`src/rtl/copro_fifo_ctrl_pkg.sv`:
```
// rtl/copro_fifo_ctrl_pkg.sv - shared state encodings and default timing for the copro FIFO link
package copro_fifo_ctrl_pkg;

  typedef enum logic [1:0] {
    R_IDLE,
    R_STROBE,
    R_RECOV
  } rx_state_e;

  typedef enum logic [2:0] {
    T_IDLE,
    T_SETUP,
    T_STROBE,
    T_HOLD,
    T_RECOV
  } tx_state_e;

  localparam int DEF_SYNC_STAGES    = 2;
  localparam int DEF_STROBE_CYCLES  = 2;
  localparam int DEF_RECOVER_CYCLES = 3;
  localparam int DEF_CNT_W          = 16;
  localparam int TIMER_W            = 8;

endpackage

```
`src/rtl/copro_fifo_ctrl_if.sv`:
```
// rtl/copro_fifo_ctrl_if.sv - FIFO pins plus rx/tx byte streams of the copro link controller
interface copro_fifo_ctrl_if
  import copro_fifo_ctrl_pkg::*;
#(
  parameter int CNT_W = DEF_CNT_W
);
  logic             fifo_copro_dor;
  logic [7:0]       fifo_copro_q;
  logic             o_fifo_so;
  logic             fifo_copro_dir;
  logic [7:0]       o_fifo_d;
  logic             o_fifo_si;
  logic [7:0]       rx_data;
  logic             rx_valid;
  logic             rx_ready;
  logic [7:0]       tx_data;
  logic             tx_valid;
  logic             tx_ready;
  logic [CNT_W-1:0] rx_count;
  logic [CNT_W-1:0] tx_count;

  modport slave (
    input  fifo_copro_dor, fifo_copro_q, fifo_copro_dir, rx_ready, tx_data, tx_valid,
    output o_fifo_so, o_fifo_d, o_fifo_si, rx_data, rx_valid, tx_ready, rx_count, tx_count
  );

  modport master (
    output fifo_copro_dor, fifo_copro_q, fifo_copro_dir, rx_ready, tx_data, tx_valid,
    input  o_fifo_so, o_fifo_d, o_fifo_si, rx_data, rx_valid, tx_ready, rx_count, tx_count
  );
endinterface

```
`src/rtl/copro_fifo_ctrl_flag_sync.sv`:
```
// rtl/copro_fifo_ctrl_flag_sync.sv - multi-stage synchroniser for an asynchronous FIFO flag
module copro_fifo_ctrl_flag_sync
  import copro_fifo_ctrl_pkg::*;
#(
  parameter int SYNC_STAGES = DEF_SYNC_STAGES
) (
  input  logic clk,
  input  logic rst,
  input  logic flag_i,
  output logic flag_o
);
  logic [SYNC_STAGES-1:0] sync_q;

  if (SYNC_STAGES < 2) begin : g_stage_chk
    $error("SYNC_STAGES must be at least 2");
  end

  always_ff @(posedge clk or posedge rst) begin
    if (rst) begin
      sync_q <= '0;
    end else begin
      sync_q <= {sync_q[SYNC_STAGES-2:0], flag_i};
    end
  end

  assign flag_o = sync_q[SYNC_STAGES-1];
endmodule

```
`src/rtl/copro_fifo_ctrl.sv`:
```
// rtl/copro_fifo_ctrl.sv - drains host->copro FIFO into rx stream, fills copro->host FIFO from tx stream
module copro_fifo_ctrl
  import copro_fifo_ctrl_pkg::*;
#(
  parameter int SYNC_STAGES    = DEF_SYNC_STAGES,
  parameter int STROBE_CYCLES  = DEF_STROBE_CYCLES,
  parameter int RECOVER_CYCLES = DEF_RECOVER_CYCLES,
  parameter int CNT_W          = DEF_CNT_W
) (
  input logic               clk,
  input logic               reset,
  copro_fifo_ctrl_if.slave  bus
);
  if (RECOVER_CYCLES < SYNC_STAGES + 1) begin : g_recover_chk
    $error("RECOVER_CYCLES must cover the flag synchroniser delay");
  end
  if (STROBE_CYCLES < 1) begin : g_strobe_chk
    $error("STROBE_CYCLES must be at least 1");
  end

  logic dor_s, dir_s;

  copro_fifo_ctrl_flag_sync #(.SYNC_STAGES(SYNC_STAGES)) u_dor_sync (
    .clk(clk), .rst(reset), .flag_i(bus.fifo_copro_dor), .flag_o(dor_s)
  );
  copro_fifo_ctrl_flag_sync #(.SYNC_STAGES(SYNC_STAGES)) u_dir_sync (
    .clk(clk), .rst(reset), .flag_i(bus.fifo_copro_dir), .flag_o(dir_s)
  );

  rx_state_e          rx_state_q, rx_state_d;
  logic [TIMER_W-1:0] rx_tmr_q, rx_tmr_d;
  logic [7:0]         rx_data_q, rx_data_d;
  logic               rx_valid_q, rx_valid_d;
  logic [CNT_W-1:0]   rx_count_q, rx_count_d;

  tx_state_e          tx_state_q, tx_state_d;
  logic [TIMER_W-1:0] tx_tmr_q, tx_tmr_d;
  logic [7:0]         tx_d_q, tx_d_d;
  logic [CNT_W-1:0]   tx_count_q, tx_count_d;

  always_ff @(posedge clk or posedge reset) begin
    if (reset) begin
      rx_state_q <= R_IDLE;
      rx_tmr_q   <= '0;
      rx_data_q  <= '0;
      rx_valid_q <= 1'b0;
      rx_count_q <= '0;
      tx_state_q <= T_IDLE;
      tx_tmr_q   <= '0;
      tx_d_q     <= '0;
      tx_count_q <= '0;
    end else begin
      rx_state_q <= rx_state_d;
      rx_tmr_q   <= rx_tmr_d;
      rx_data_q  <= rx_data_d;
      rx_valid_q <= rx_valid_d;
      rx_count_q <= rx_count_d;
      tx_state_q <= tx_state_d;
      tx_tmr_q   <= tx_tmr_d;
      tx_d_q     <= tx_d_d;
      tx_count_q <= tx_count_d;
    end
  end

  // A consumed byte may be replaced in the same cycle, keeping rx_valid high back-to-back.
  always_comb begin
    rx_state_d = rx_state_q;
    rx_tmr_d   = rx_tmr_q;
    rx_data_d  = rx_data_q;
    rx_valid_d = rx_valid_q;
    rx_count_d = rx_count_q;
    if (rx_valid_q && bus.rx_ready) begin
      rx_valid_d = 1'b0;
      rx_count_d = rx_count_q + CNT_W'(1);
    end
    case (rx_state_q)
      R_IDLE: begin
        if (dor_s && (!rx_valid_q || bus.rx_ready)) begin
          rx_data_d  = bus.fifo_copro_q;
          rx_valid_d = 1'b1;
          rx_tmr_d   = '0;
          rx_state_d = R_STROBE;
        end
      end
      R_STROBE: begin
        if (rx_tmr_q == TIMER_W'(STROBE_CYCLES - 1)) begin
          rx_tmr_d   = '0;
          rx_state_d = R_RECOV;
        end else begin
          rx_tmr_d = rx_tmr_q + TIMER_W'(1);
        end
      end
      R_RECOV: begin
        if (rx_tmr_q == TIMER_W'(RECOVER_CYCLES - 1)) begin
          rx_tmr_d   = '0;
          rx_state_d = R_IDLE;
        end else begin
          rx_tmr_d = rx_tmr_q + TIMER_W'(1);
        end
      end
      default: rx_state_d = R_IDLE;
    endcase
  end

  always_comb begin
    tx_state_d = tx_state_q;
    tx_tmr_d   = tx_tmr_q;
    tx_d_d     = tx_d_q;
    tx_count_d = tx_count_q;
    case (tx_state_q)
      T_IDLE: begin
        if (dir_s && bus.tx_valid) begin
          tx_d_d     = bus.tx_data;
          tx_state_d = T_SETUP;
        end
      end
      T_SETUP: begin
        tx_tmr_d   = '0;
        tx_state_d = T_STROBE;
      end
      T_STROBE: begin
        if (tx_tmr_q == TIMER_W'(STROBE_CYCLES - 1)) begin
          tx_tmr_d   = '0;
          tx_count_d = tx_count_q + CNT_W'(1);
          tx_state_d = T_HOLD;
        end else begin
          tx_tmr_d = tx_tmr_q + TIMER_W'(1);
        end
      end
      T_HOLD: begin
        tx_tmr_d   = '0;
        tx_state_d = T_RECOV;
      end
      T_RECOV: begin
        if (tx_tmr_q == TIMER_W'(RECOVER_CYCLES - 1)) begin
          tx_tmr_d   = '0;
          tx_state_d = T_IDLE;
        end else begin
          tx_tmr_d = tx_tmr_q + TIMER_W'(1);
        end
      end
      default: tx_state_d = T_IDLE;
    endcase
  end

  // Strobes decode straight from state so an async reset drops them at once.
  assign bus.o_fifo_so = (rx_state_q == R_STROBE);
  assign bus.o_fifo_si = (tx_state_q == T_STROBE);
  assign bus.o_fifo_d  = tx_d_q;
  assign bus.rx_data   = rx_data_q;
  assign bus.rx_valid  = rx_valid_q;
  assign bus.tx_ready  = (tx_state_q == T_IDLE) && dir_s;
  assign bus.rx_count  = rx_count_q;
  assign bus.tx_count  = tx_count_q;
endmodule

```
`src/flat_wrapper.sv`:
```
// flat-port wrapper written by rule: the top's interface ports become plain ports
module copro_fifo_ctrl_flat import copro_fifo_ctrl_pkg::*;
#(
  parameter int SYNC_STAGES    = DEF_SYNC_STAGES,
  parameter int STROBE_CYCLES  = DEF_STROBE_CYCLES,
  parameter int RECOVER_CYCLES = DEF_RECOVER_CYCLES,
  parameter int CNT_W          = DEF_CNT_W
)
  (clk, reset, bus_fifo_copro_dor, bus_fifo_copro_q, bus_fifo_copro_dir, bus_rx_ready, bus_tx_data, bus_tx_valid, bus_o_fifo_so, bus_o_fifo_d, bus_o_fifo_si, bus_rx_data, bus_rx_valid, bus_tx_ready, bus_rx_count, bus_tx_count);
  copro_fifo_ctrl_if #(.CNT_W(CNT_W)) bus_i ();
  input logic clk;
  input logic reset;
  input wire logic [$bits(bus_i.fifo_copro_dor)-1:0] bus_fifo_copro_dor;
  input wire logic [$bits(bus_i.fifo_copro_q)-1:0] bus_fifo_copro_q;
  input wire logic [$bits(bus_i.fifo_copro_dir)-1:0] bus_fifo_copro_dir;
  input wire logic [$bits(bus_i.rx_ready)-1:0] bus_rx_ready;
  input wire logic [$bits(bus_i.tx_data)-1:0] bus_tx_data;
  input wire logic [$bits(bus_i.tx_valid)-1:0] bus_tx_valid;
  output wire logic [$bits(bus_i.o_fifo_so)-1:0] bus_o_fifo_so;
  output wire logic [$bits(bus_i.o_fifo_d)-1:0] bus_o_fifo_d;
  output wire logic [$bits(bus_i.o_fifo_si)-1:0] bus_o_fifo_si;
  output wire logic [$bits(bus_i.rx_data)-1:0] bus_rx_data;
  output wire logic [$bits(bus_i.rx_valid)-1:0] bus_rx_valid;
  output wire logic [$bits(bus_i.tx_ready)-1:0] bus_tx_ready;
  output wire logic [$bits(bus_i.rx_count)-1:0] bus_rx_count;
  output wire logic [$bits(bus_i.tx_count)-1:0] bus_tx_count;
  assign bus_i.fifo_copro_dor = bus_fifo_copro_dor;
  assign bus_i.fifo_copro_q = bus_fifo_copro_q;
  assign bus_i.fifo_copro_dir = bus_fifo_copro_dir;
  assign bus_i.rx_ready = bus_rx_ready;
  assign bus_i.tx_data = bus_tx_data;
  assign bus_i.tx_valid = bus_tx_valid;
  assign bus_o_fifo_so = bus_i.o_fifo_so;
  assign bus_o_fifo_d = bus_i.o_fifo_d;
  assign bus_o_fifo_si = bus_i.o_fifo_si;
  assign bus_rx_data = bus_i.rx_data;
  assign bus_rx_valid = bus_i.rx_valid;
  assign bus_tx_ready = bus_i.tx_ready;
  assign bus_rx_count = bus_i.rx_count;
  assign bus_tx_count = bus_i.tx_count;
  copro_fifo_ctrl #(.SYNC_STAGES(SYNC_STAGES), .STROBE_CYCLES(STROBE_CYCLES), .RECOVER_CYCLES(RECOVER_CYCLES), .CNT_W(CNT_W)) u_core (.clk(clk), .reset(reset), .bus(bus_i));
endmodule
```
`config.mk`:
```
export PLATFORM = sky130hd
export DESIGN_NAME = copro_fifo_ctrl_flat
export DESIGN_NICKNAME = d
export VERILOG_FILES = /design/src/rtl/copro_fifo_ctrl_pkg.sv /design/src/rtl/copro_fifo_ctrl_if.sv /design/src/rtl/copro_fifo_ctrl_flag_sync.sv /design/src/rtl/copro_fifo_ctrl.sv /design/src/flat_wrapper.sv
export SDC_FILE = /design/constraint.sdc
export NUM_CORES = 1
export LEC_CHECK = 0
export ABC_AREA = 1
export CAP_MARGIN = 20
export CORE_MARGIN = 5
export CORE_UTILIZATION = 40
export CTS_BUF_LIST = sky130_fd_sc_hd__clkbuf_4 sky130_fd_sc_hd__clkbuf_8
export DETAILED_ROUTE_END_ITERATION = 6
export GPL_ROUTABILITY_DRIVEN = 0
export HOLD_SLACK_MARGIN = 0.12
export MAX_ROUTING_LAYER = met4
export PLACE_DENSITY_LB_ADDON = 0.12
export SETUP_SLACK_MARGIN = 0.02
export SYNTH_ARGS = -nofsm -noshare
export SYNTH_HDL_FRONTEND = slang
export SYNTH_SLANG_ARGS = --single-unit
```
`constraint.sdc`:
```
create_clock -name clk -period 2.3 [get_ports clk]
set_input_delay 0.46 -clock clk [delete_from_list [all_inputs] [get_ports clk]]
set_output_delay 0.46 -clock clk [all_outputs]
set_load 0.02 [all_outputs]
```
[Yosys cells after proc, flatten, opt, wreduce, memory -nomap -nowiden]
Index checks and enable logic that the tools add are counted.
Widths: inputs -> output; s select.
Storage, ports and cells
  register bits: 74
  latch bits: 0
  bits in writable memories: 0
  bits in read-only memories: 0
  input bits: 22
  logic and storage cells: 66
  memories kept: 0
Cells by class
  add/sub/neg operators: 4
  multipliers: 0
  divide/modulo/power cells: 0
  magnitude comparators: 0
  equality and inequality tests: 16
  shift-type cells: 0
  multiplexer cells: 18
  bitwise operators: 0
  reductions and logical operators: 17
Operators with widths (count)
  $pmux 8 s3: 2
  $mux 8: 5
  $add 16x1->16 const B: 2
  $add 8x1->8 const B: 2
  $eq 8x1->1 const B: 2
  $eq 8x2->1 const B: 2
  $pmux 3 s5: 1
  $ne 2x1->1 const B: 6
  $mux 3: 3
  $reduce_and 2->1: 4
  $eq 3x2->1 const B: 2
  $mux 2: 3
  $pmux 2 s3: 1
  $reduce_and 3->1: 2
  $reduce_bool 3->1: 2
  $logic_and 1x1->1: 4
  $eq 3x1->1 const B: 1
  $eq 3x3->1 const B: 1
  $logic_not 3->1: 1
  $mux 1: 3
  $eq 2x1->1 const B: 1
  $eq 2x2->1 const B: 1
  $logic_not 2->1: 1
  $reduce_or 2->1: 1
  2 further kinds: 2

[Logic depth before layout (Yosys ltp)]
  word-level depth: 5
  mapped depth: 11
  mapped depth without buffers: 11

[By module]
Synthesis repeated with hierarchy kept, for this count alone.
Second synthesis, totals
  cell total of the unflattened synthesis: 461
  area, all modules: 3781.1 um^2
Modules (own cells, without submodules)
  copro_fifo_ctrl: instances 1, cells an instance 455, area each 3673.5 um^2, sequential area each 1751.7 um^2
  copro_fifo_ctrl_flag_sync: instances 2, cells an instance 3, area each 53.8 um^2, sequential area each 50.0 um^2

[Worst setup path before layout]
Ideal clock, no wire load.
  path type: register -> register
  from: reg u_core.tx_count_q[0], in the netlist u_core.bus.tx_count[0]
  to: reg u_core.tx_count_q[12], in the netlist u_core.bus.tx_count[12]
  setup time: 0.123 ns
  arrival time: 1.465 ns
  data required time: 2.177 ns
  setup slack: 0.712 ns
  cell stages (with the launch flop): 9
  path buffers: 0
  path through: dfrtp_1 > ha_1 > nand2_1 > nor2_1 > nand3_1 > nand2_1 > inv_1 > o21ai_0 > nand2_1
Between the ends
  cells in the longest elaborated chain, start to end: 1
RTL lines
  start: declaration: line copro_fifo_ctrl.sv:39  | logic [CNT_W-1:0] tx_count_q, tx_count_d;
  start signal: assignment: line copro_fifo_ctrl.sv:61  | tx_count_q <= tx_count_d;
  $add 16x1->16: line copro_fifo_ctrl.sv:124  | tx_count_d = tx_count_q + CNT_W'(1);
Every way passes these cells.
A chain may end at the register's enable or synchronous reset.

[Worst setup path in the final report]
  from: reg u_core.rx_state_q[1]
  to: out bus_o_fifo_so
Between the ends
  cells in the longest elaborated chain, start to end: 1
RTL lines
  start: declaration: line copro_fifo_ctrl.sv:30  | rx_state_e rx_state_q, rx_state_d;
  start signal: assignment: line copro_fifo_ctrl.sv:53  | rx_state_q <= rx_state_d;
  $eq 2x1->1: line copro_fifo_ctrl.sv:147  | assign bus.o_fifo_so = (rx_state_q == R_STROBE);
  end: declaration: line flat_wrapper.sv:19  | output wire logic [$bits(bus_i.o_fifo_so)-1:0] bus_o_fifo_so;
Every way passes these cells.

==> metrics.cfg <==
[floorplan]
dieArea_sq_um = 11500
pin_count = 74
initial_core_util_pct = 40.9
core_sq_um = 9240
rows = 35
die_h_um = 107
dieWidth_um = 107

[sta]
hold_viol = 0
worst_pin_slew_ns = 0.430
setup_viol = 0
rsz0062_at_grt = no
setup_ws_ns = 0.156
period_needed_ns = 2.14
slew_headroom_pct = 71.1
setup_tns_ns = 0
clock_skew_ns = 0.00567
slew_violations = 0
period_share_pct = 93.2
fmax_ghz = 0.466

[routing]
drt_pass1_iterations = 4
vias_per_cell = 4.57
wire_per_inst_um = 12.3
wl_um = 8250
drcViolationCount = 0
drt_iter0_drc = 119
final_antenna_net_count = 0
num_vias = 3073

[clock_tree]
cts_tree = yes
htreeDepth = 3
ctsHoldBuffers = 0
clk_pin_slew_worst_paths_ns = 0.08
cts_sinks = 74
cts_resized = 0
cts_root_buf = clkbuf_8
cts_buffer_depth = 2
clock_latency_ns = 0.35
cts_setup_buffers = 0
numCtsBuffers = 9

[run]
drv_cap = 0

[global_routing]
grt_pass1_vias = 2964
grt_pass1_wl_um = 13900
grt_max_degree = 75
grt_util_all_layers_pct = 15.7
overflow = 0
grt_antenna_before_repair = 0

[power]
power.density_nw_per_um2 = 989
p_leak_nw = 2.40
max-vdd-ir-drop_mv = 0.413

[synth]
synth.distinct_cells = 31
synth.cell_area_sq_um = 3780
synth_seq_cells = 74
synth_cells = 456
yosys_warnings = 0
syn_area_per_cell_sq_um = 8.29
synthesis.nets = 490
synth-seq-area-share_pct = 49.0

[place]
dp_hpwl_um = 6120
dp_slack_ns = 0.309
io_buffers = 73

[cells_and_area]
seq_area_sq_um = 1850
multiInputGateArea_sq_um = 1690
area_delta_synth_final_pct = 30.1
diodes = 0
fillers = 877
nets = 573
drive_gt1_share_pct = 7.90

[setup_path]
slowest_stage = clkdlybuf4s50_1
slowest_delay_ns = 0.63
worstPathCellList = inv_1 > ha_1 > clkdlybuf4s50_1
cp.required_ns = 1.84
start_kind = flop
worst_ep_arrival_time_ns = 1.68
worstSetupPathType = reg -> out
cp_max_fo = 4
cp-end-kind = output pin

[outcome]
outcome = finished clean

[min_path]
hold_class = reg -> reg

[metal layers]
metal | routed length [um] | part of all wire, % | track usage (%)
met2 | 3760 | 46 | 24.1
met5 | 0 | 0 | -
met1 | 4010 | 49 | 20.1
met3 | 346 | 4.2 | 3.25
met4 | 129 | 1.6 | 7.03
[kinds of logic after synthesis]
kind of cell	Yosys count	share of synthesized area (%)
mux	8	2.38
compound gates	14	1.99
xor+xnor	27	6.45
simple gates	261	29.9
fa+ha+maj	12	3.97
flops	74	49.0
buf+inv	60	6.29
[power breakdown]
group | internal [W] | total (W) | leakage, nW | switching [W]
combinational | 0.000798 | 0.00186 | 1.31 | 0.00106
clock | 0.000683 | 0.00117 | 0.120 | 0.000492
sequential | 0.00158 | 0.00183 | 0.969 | 0.000248
[area by class of cell]
class / count / area share, %
flip-flops and latches: 74 / 37.6
repair buffers: 76 / 15.6
inverters: 56 / 4.35
multi-input cells: 322 / 34.4
clock buffers: 12 / 3.23
well taps: 129 / 3.28
clock inverters: 4 / 1.50
[through the flow]
stage                     hold slack (ns)  instance area, sq um  total power (W)  std cells  utilization [%]
after floorplan                     0.331                  3780          0.00297        456                -
after global placement              0.337                  4680          0.00371        657             50.7
after detailed placement            0.340                  4680          0.00375        657             50.7
after CTS                           0.359                  4920          0.00495        673             53.2
after global routing                0.363                  4920          0.00521        673             53.2
final                               0.354                  4920          0.00487        673             53.2
[placed cells by master (no fill, tap or decap), drive strengths merged]
cell / Yosys / final
a21oi: 3 / 3
buf: 3 / 3
clkinv: 0 / 2
clkinvlp: 0 / 1
nor2: 46 / 46
clkdlybuf4s50: 0 / 72
ha: 12 / 12
nand2: 153 / 153
xor2: 19 / 19
mux2: 8 / 8
nand3: 41 / 41
xnor2: 8 / 8
o21bai: 1 / 1
nor3: 8 / 8
bufinv: 0 / 2
clkbuf: 1 / 12
dfrtp: 74 / 74
nor3b: 1 / 1
nand3b: 3 / 3
o211ai: 1 / 1
o21ai: 9 / 9
inv: 56 / 55
and3: 1 / 1
nand4: 8 / 8
dlymetal6s2s: 0 / 1
[synth_stat cells]
master | number | share of area [%]
nand2_4 | 1 | 0.30
buf_4 | 1 | 0.20
nor2_4 | 1 | 0.30
nand3_1 | 39 | 5.2
nand2_1 | 151 | 15
mux2_2 | 8 | 2.4
nor2_1 | 42 | 4.2
inv_2 | 5 | 0.50
nand3b_1 | 3 | 0.60
o21ai_1 | 2 | 0.26
nor3b_4 | 1 | 0.50
nand3_4 | 1 | 0.46
and3_1 | 1 | 0.17
clkbuf_1 | 1 | 0.099
xnor2_2 | 1 | 0.43
nor2_2 | 3 | 0.50
buf_2 | 1 | 0.13
o211ai_1 | 1 | 0.20
nand4_1 | 8 | 1.3
nand2_2 | 1 | 0.17
buf_6 | 1 | 0.30
o21ai_0 | 7 | 0.93
inv_1 | 51 | 5.1
ha_1 | 12 | 4.0
o21bai_1 | 1 | 0.20
nand3_2 | 1 | 0.26
a21oi_1 | 3 | 0.40
xor2_1 | 19 | 4.4
nor3_1 | 8 | 1.1
dfrtp_1 | 74 | 49
xnor2_1 | 7 | 1.6
[final timing paths]
| kind | from | cells past startpoint | slack, ns | end |
|---|---|---|---|---|
| setup / recovery | u_core.rx_state_q[1] | 3 | 0.16 | bus_o_fifo_so |
| hold / removal | u_core.u_dir_sync.sync_q[0] | 0 | 0.35 | u_core.u_dir_sync.sync_q[1] |
| setup reg to reg | u_core.bus.tx_count[0] | 8 | 0.57 | u_core.bus.tx_count[12] |
| hold reg to reg | u_core.u_dir_sync.sync_q[0] | 0 | 0.35 | u_core.u_dir_sync.sync_q[1] |
| max in group asynchronous | reset | 3 | 1.44 | u_core.bus.o_fifo_d[1] |
| min in group asynchronous | reset | 3 | 0.56 | u_core.bus.tx_count[11] |
[critical path, delay by kind of cell, from the launching register on]
kind       cells  cell delay [ns]
buf+inv        2             0.72
fa+ha+maj      1             0.20
flops          1             0.42
[state kept, by name (all words and copies together) (netlist names)]
| name | count |
|---|---|
| u_core.bus.rx_count | 16 |
| u_core.bus.rx_valid | 1 |
| u_core.u_dir_sync.sync_q | 2 |
| u_core.bus.o_fifo_d | 8 |
| u_core.u_dor_sync.sync_q | 2 |
| u_core.tx_tmr_q | 8 |
| u_core.bus.rx_data | 8 |
| u_core.rx_state_q | 2 |
| u_core.tx_state_q | 3 |
| u_core.rx_tmr_q | 8 |
| u_core.bus.tx_count | 16 |
Power figures use the tool's default switching activity.
